$ cat src/rtl/regfile_wb_arbiter_if.sv
// Writeback source bundle: per-source valid/addr/data with ready back.
// Source i occupies slice [i*W +: W] of each packed field.
interface regfile_wb_arbiter_if #(
  parameter int NUM_SRC = 3,
  parameter int DATA_W  = 32,
  parameter int ADDR_W  = 5
);
  logic [NUM_SRC-1:0]        src_valid;
  logic [NUM_SRC*ADDR_W-1:0] src_addr;
  logic [NUM_SRC*DATA_W-1:0] src_data;
  logic [NUM_SRC-1:0]        src_ready;

  modport master (
    output src_valid,
    output src_addr,
    output src_data,
    input  src_ready
  );

  modport slave (
    input  src_valid,
    input  src_addr,
    input  src_data,
    output src_ready
  );
endinterface

$ cat src/rtl/regfile_wb_arbiter.sv
// Register-file write port arbiter with one staged write and forwarding.
// Define WB_ARB_FIXED_PRIO_EN for fixed priority (source 0 highest).
module regfile_wb_arbiter #(
  parameter int NUM_SRC = 3,
  parameter int DATA_W  = 32,
  parameter int ADDR_W  = 5
) (
  input  logic              clk,
  input  logic              rst,
  regfile_wb_arbiter_if.slave src,
  input  logic              wb_stall,
  output logic              WriteEn,
  output logic [ADDR_W-1:0] WriteDir,
  output logic [DATA_W-1:0] WriteData,
  input  logic [ADDR_W-1:0] fwd_dir1,
  input  logic [ADDR_W-1:0] fwd_dir2,
  output logic              fwd_hit1,
  output logic              fwd_hit2,
  output logic [DATA_W-1:0] fwd_data1,
  output logic [DATA_W-1:0] fwd_data2
);
  localparam int PW = (NUM_SRC > 1) ? $clog2(NUM_SRC) : 1;

  logic              r_valid;
  logic [ADDR_W-1:0] r_dir;
  logic [DATA_W-1:0] r_data;
`ifndef WB_ARB_FIXED_PRIO_EN
  logic [PW-1:0]     r_ptr;
  logic [PW-1:0]     w_ptr_nxt;
`endif

  logic [ADDR_W-1:0]  w_addr [NUM_SRC];
  logic [DATA_W-1:0]  w_data [NUM_SRC];
  logic [NUM_SRC-1:0] w_elig;
  logic [NUM_SRC-1:0] w_x0;
  logic [NUM_SRC-1:0] w_ready;
  logic               w_can_load;
  logic               w_gnt_vld;
  logic [PW-1:0]      w_gnt;

  for (genvar gi = 0; gi < NUM_SRC; gi++) begin : g_src
    assign w_addr[gi] = src.src_addr[gi*ADDR_W +: ADDR_W];
    assign w_data[gi] = src.src_data[gi*DATA_W +: DATA_W];
    assign w_x0[gi]   = src.src_valid[gi] & (w_addr[gi] == '0);
    assign w_elig[gi] = src.src_valid[gi] & (w_addr[gi] != '0);
  end

  assign w_can_load = ~r_valid | ~wb_stall;

  always_comb begin
    w_gnt_vld = 1'b0;
    w_gnt     = '0;
    for (int k = 0; k < NUM_SRC; k++) begin
`ifdef WB_ARB_FIXED_PRIO_EN
      if (!w_gnt_vld && w_elig[k]) begin
        w_gnt_vld = 1'b1;
        w_gnt     = PW'(k);
      end
`else
      if (!w_gnt_vld && w_elig[(int'(r_ptr) + k) % NUM_SRC]) begin
        w_gnt_vld = 1'b1;
        w_gnt     = PW'((int'(r_ptr) + k) % NUM_SRC);
      end
`endif
    end
  end

  // x0 requests are acked and dropped regardless of stall or arbitration
  always_comb begin
    w_ready = '0;
    for (int i = 0; i < NUM_SRC; i++) begin
      w_ready[i] = rst & (w_x0[i] |
        (w_can_load & w_gnt_vld & (w_gnt == PW'(i))));
    end
  end

  assign src.src_ready = w_ready;

`ifndef WB_ARB_FIXED_PRIO_EN
  assign w_ptr_nxt = (w_gnt == PW'(NUM_SRC - 1)) ? '0 : w_gnt + 1'b1;
`endif

  always_ff @(posedge clk) begin
    if (!rst) begin
      r_valid <= 1'b0;
      r_dir   <= '0;
      r_data  <= '0;
`ifndef WB_ARB_FIXED_PRIO_EN
      r_ptr   <= '0;
`endif
    end else if (w_can_load) begin
      if (w_gnt_vld) begin
        r_valid <= 1'b1;
        r_dir   <= w_addr[w_gnt];
        r_data  <= w_data[w_gnt];
`ifndef WB_ARB_FIXED_PRIO_EN
        r_ptr   <= w_ptr_nxt;
`endif
      end else begin
        r_valid <= 1'b0;
      end
    end
  end

  assign WriteEn   = r_valid & ~wb_stall & rst;
  assign WriteDir  = r_dir;
  assign WriteData = r_data;

  assign fwd_hit1  = rst & r_valid & (fwd_dir1 == r_dir) & (fwd_dir1 != '0);
  assign fwd_hit2  = rst & r_valid & (fwd_dir2 == r_dir) & (fwd_dir2 != '0);
  assign fwd_data1 = fwd_hit1 ? r_data : '0;
  assign fwd_data2 = fwd_hit2 ? r_data : '0;
endmodule
$ cat src/flat_wrapper.sv
// flat-port wrapper written by rule: the top's interface ports become plain ports
module regfile_wb_arbiter_flat 
#(
  parameter int NUM_SRC = 3,
  parameter int DATA_W  = 32,
  parameter int ADDR_W  = 5
)
  (clk, rst, wb_stall, WriteEn, WriteDir, WriteData, fwd_dir1, fwd_dir2, fwd_hit1, fwd_hit2, fwd_data1, fwd_data2, src_src_valid, src_src_addr, src_src_data, src_src_ready);
  regfile_wb_arbiter_if #(.NUM_SRC(NUM_SRC), .DATA_W(DATA_W), .ADDR_W(ADDR_W)) src_i ();
  input  logic clk;
  input  logic rst;
  input  logic wb_stall;
  output logic WriteEn;
  output logic [ADDR_W-1:0] WriteDir;
  output logic [DATA_W-1:0] WriteData;
  input  logic [ADDR_W-1:0] fwd_dir1;
  input  logic [ADDR_W-1:0] fwd_dir2;
  output logic fwd_hit1;
  output logic fwd_hit2;
  output logic [DATA_W-1:0] fwd_data1;
  output logic [DATA_W-1:0] fwd_data2;
  input wire logic [$bits(src_i.src_valid)-1:0] src_src_valid;
  input wire logic [$bits(src_i.src_addr)-1:0] src_src_addr;
  input wire logic [$bits(src_i.src_data)-1:0] src_src_data;
  output wire logic [$bits(src_i.src_ready)-1:0] src_src_ready;
  assign src_i.src_valid = src_src_valid;
  assign src_i.src_addr = src_src_addr;
  assign src_i.src_data = src_src_data;
  assign src_src_ready = src_i.src_ready;
  regfile_wb_arbiter #(.NUM_SRC(NUM_SRC), .DATA_W(DATA_W), .ADDR_W(ADDR_W)) u_core (.clk(clk), .rst(rst), .src(src_i), .wb_stall(wb_stall), .WriteEn(WriteEn), .WriteDir(WriteDir), .WriteData(WriteData), .fwd_dir1(fwd_dir1), .fwd_dir2(fwd_dir2), .fwd_hit1(fwd_hit1), .fwd_hit2(fwd_hit2), .fwd_data1(fwd_data1), .fwd_data2(fwd_data2));
endmodule
$ cat config.mk
export PLATFORM = sky130hd
export DESIGN_NAME = regfile_wb_arbiter_flat
export DESIGN_NICKNAME = d
export VERILOG_FILES = /design/src/rtl/regfile_wb_arbiter_if.sv /design/src/rtl/regfile_wb_arbiter.sv /design/src/flat_wrapper.sv
export SDC_FILE = /design/constraint.sdc
export NUM_CORES = 1
export LEC_CHECK = 0
export CAP_MARGIN = 20
export CORE_MARGIN = 10
export CORE_UTILIZATION = 37
export CTS_BUF_LIST = sky130_fd_sc_hd__clkbuf_4
export CTS_CLUSTER_SIZE = 16
export DETAILED_ROUTE_END_ITERATION = 12
export GPL_ROUTABILITY_DRIVEN = 0
export HOLD_SLACK_MARGIN = 0.06
export PLACE_DENSITY = 0.95
export SETUP_SLACK_MARGIN = 0.1
export SLEW_MARGIN = 20
export SYNTH_ARGS = -nofsm -noshare
export SYNTH_HDL_FRONTEND = slang
export SYNTH_SLANG_ARGS = --single-unit
export TNS_END_PERCENT = 1
$ cat constraint.sdc
create_clock -name clk -period 6 [get_ports clk]
set_clock_uncertainty 0.1 [all_clocks]
set_input_delay 0.6 -clock clk [delete_from_list [all_inputs] [get_ports clk]]
set_output_delay 0.6 -clock clk [all_outputs]
set_load 0.01 [all_outputs]
==> metrics.csv <==
stage,metric,value,unit
global_routing,grt_max_degree,41,
clocking,ctsLongestPathBuffers,2,
synthesis,synth_warnings,0,
synthesis,yosys_register_bits,40,
final_layout,drive_above_1_share,0.1018,
synthesis,ys_seq_area_frac,0.2687,
place,io_buffers,233,
worst_setup_path,cp_slowest_stage_delay,0.57,ns
clocking,holdBufCountCts,0,
worst_setup_path,crit_family,buffers and inverters,
worst_setup_path,critPathRequiredTime,5.30,ns
floorplanning,design.core.area,7767,um2
sta,min_period,4.477,ns
worst_setup_path,crit_slowest_cell,clkdlybuf4s50_1,
drt,drc_errors,0,
floorplanning,fp.dieW,109.8,um
synthesis,synthArstFlopShare,0,
floorplanning,pin_count,234,
power,power.internal,758.8,uW
synthesis,synth.distinct_cells,37,
worst_setup_path,crit_path_end_kind,primary output,
global_routing,met3_usage,0.07022,
clocking,clock-sinks,40,
synthesis,synth-simple-area-share,0.3997,
synthesis,synthCells,396,
power,p_switching,535.0,uW
final_layout,fin_util,0.6973,
final_layout,diodes,0,
global_routing,antenna_found_initial,0,
worst_hold_path,hold_path_class,register to register,
sta,fin_crit_sh,0.7461,
clocking,root_buffer,clkbuf_4,
synthesis,synth_ff_type,dfxtp_1,
outcome,status,"finished, final reports clean",
final_layout,mostFrequentLayoutCells,"233 x clkdlybuf4s50_1, 76 x nand3_1, 65 x and2_1, 40 x dfxtp_1",
global_routing,busiest_layer,met2,
drt,routed_wl,14210,um
final_layout,mostFrequentLayoutCell,clkdlybuf4s50_1,
synthesis,avgSynthCellArea,7.526,um2
floorplanning,dieHeight,109.8,um
power,p_leak,0.001931,uW
synthesis,yosys.area.top_type,dfxtp_1,
clocking,cts_tree,built,
synthesis,synth_edf_count,0,
synthesis,mappedNetlistArea,2980,um2
worst_setup_path,worst_ep_arrival_time,3.78,ns
sta,max_slew.worst_pin.slew,0.9009,ns
drt,detail-route-antenna-nets,0,
worst_setup_path,worstSetupPathType,primary input to primary output,
final_layout,nets,737,
synthesis,synthesis.nets,525,
synthesis,yosys-top-cells-area,"dfxtp_1 27%, and2_1 14%, nand3_1 13%",
power,p_per_area,238.9,nW/um2
power,swShare,0.4135,
global_routing,grt_pass1_vias,3837,
drt,drt_iter0_drc,271,
synthesis,synth_top_area_frac,0.2687,
drt,dr.pass1.iters,5,
sta,rsz0062_at_grt,no,
flow_run,cap_viol_max_count,0,
clocking,cts_inserted_buffers,5,
global_routing,grt_overflow_total,0,
drt,vias_per_cell,5.532,
power,pwr-share-seq,0.326,
sta,finalHoldViolCount,0,
clocking,clk_pin_slew,0.12,ns
global_routing,grt_util_met1,0.2438,
worst_setup_path,worst-path-buf-inv,3,
synthesis,synth-xor-area-share,0.02351,
worst_setup_path,path_cells,clkdlybuf4s50_1 -> or3_1 -> o31ai_1 -> o2111a_1 -> buf_4 -> nand2_1 -> or2_2 -> a21oi_1 -> clkdlybuf4s50_1,
sta,max_slew_margin,0.3981,
sta,slew_violations,0,
global_routing,grt_pass1_wl,21160,um
clocking,cts_setup_buffers,0,
sta,tns,0,ns
worst_setup_path,crit_path_max_fanout,38,
clocking,worstSkewPairLatency,0.35,ns
floorplanning,num_rows,32,
clocking,cts_resized,0,
worst_setup_path,cp_common_cell,clkdlybuf4s50_1,
floorplanning,dieArea,12050,um2
power,p_clk_frac,0.112,
clocking,htree_levels,2,
drt,routedWlPerCell,19.98,um
synthesis,synth_compound_area_frac,0.2376,
synthesis,synthAdderAreaFrac,0.008396,
global_routing,met2_usage,0.3986,
drt,vias,3933,
place,hpwl,11330,um
global_routing,grt_usage,0.2189,
floorplanning,initial_core_util,0.3837,
sta,setup_viol,0,
power,combPwrFrac,0.562,
synthesis,synth_top_family_by_area,simple AND/OR/NAND/NOR gates,
worst_setup_path,cp-start-kind,primary input,
sta,fmax,223.4,MHz
final_layout,syn_to_final_growth,81.74,%
synthesis,synth_mux_area_frac,0,
power,peakVddDrop,0.1350,mV
## path summary, 6_finish.rpt
| path | slack (ns) | startpoint | to | cells past startpoint |
|---|---|---|---|---|
| worst min-delay path | 0.41 | u_core.r_ptr[0] | u_core.r_ptr[0] | 2 |
| worst max register to register | 3.05 | u_core.r_ptr[0] | u_core.WriteData[12] | 9 |
| worst min register to register | 0.41 | u_core.r_ptr[0] | u_core.r_ptr[0] | 2 |
| worst max-delay path | 1.52 | src_src_addr[11] | src_src_ready[1] | 9 |
## power by group through the flow
stage	clock, uW	sequential (uW)	combinational (uW)
3_3_place_gp	0	420	702
3_5_place_dp	0	428	726
5_1_grt	159	433	790
2_1_floorplan	0	437	370
4_1_cts	145	421	728
6_report	145	422	727
## metrics by stage
stage	power, uW	instance area [um2]	hold slack [ns]	setup WS, ns	std cells
after floorplan	807.0	2980	0.3530	2.818	396
after global placement	1122	5360	0.3764	1.648	703
after detailed placement	1155	5360	0.3899	1.551	703
after CTS	1294	5416	0.4131	1.548	711
after global routing	1382	5416	0.4393	1.320	711
final	1294	5416	0.4072	1.523	711
## cell type report
type	count	area, um2
Sequential cell	40	800.8
Inverter	4	15.01
Clock buffer	6	45.04
Fill cell	563	2351
Timing Repair Buffer	241	2392
Multi-Input combinational cell	316	2024
Clock inverter	2	11.26
Tap cell	102	127.6
## worst reg2reg max path: stages (launching register included)
cell	delay, ns
dfxtp_1	0.38
inv_1	0.06
ha_1	0.34
nor3_1	0.31
nand2b_1	0.16
o221ai_1	0.15
o2111ai_2	0.17
and2_1	0.68
buf_4	0.38
a32o_1	0.18
## Yosys cell counts (3+ instances only)
master and count:
or2_2 37, a32o_1 37, dfxtp_1 40, nor4_1 3
o21ai_0 37, xnor2_1 6, nor2_1 9, nor3_1 4
o211ai_1 3, buf_4 4, buf_2 4, and2_1 65
a21oi_1 8, nand2_1 9, inv_1 4, nand3_1 76
clkbuf_1 26
## metal layers
layer  routed length [um]  share of wire  vias up
met5                    0              0        -
met4                  165          0.012        0
met3                 1553           0.11       14
met2                 7214           0.51      219
met1                 5275           0.37     1841
li1                     -              -     1859
## cell families (layout without fill, tap and decap cells)
kind of cell | after synthesis | after routing
compound gates | 94 | 94
xor+xnor | 8 | 8
fa+ha+maj | 2 | 2
buf+inv | 40 | 253
flops | 40 | 40
simple gates | 212 | 212
## flip-flops by register name (all words and copies together), names as in the netlist
register / cells
u_core.r_valid: 1
u_core.r_ptr: 2
u_core.WriteData: 32
u_core.WriteDir: 5
No activity file was read; power rests on OpenSTA's default activity.
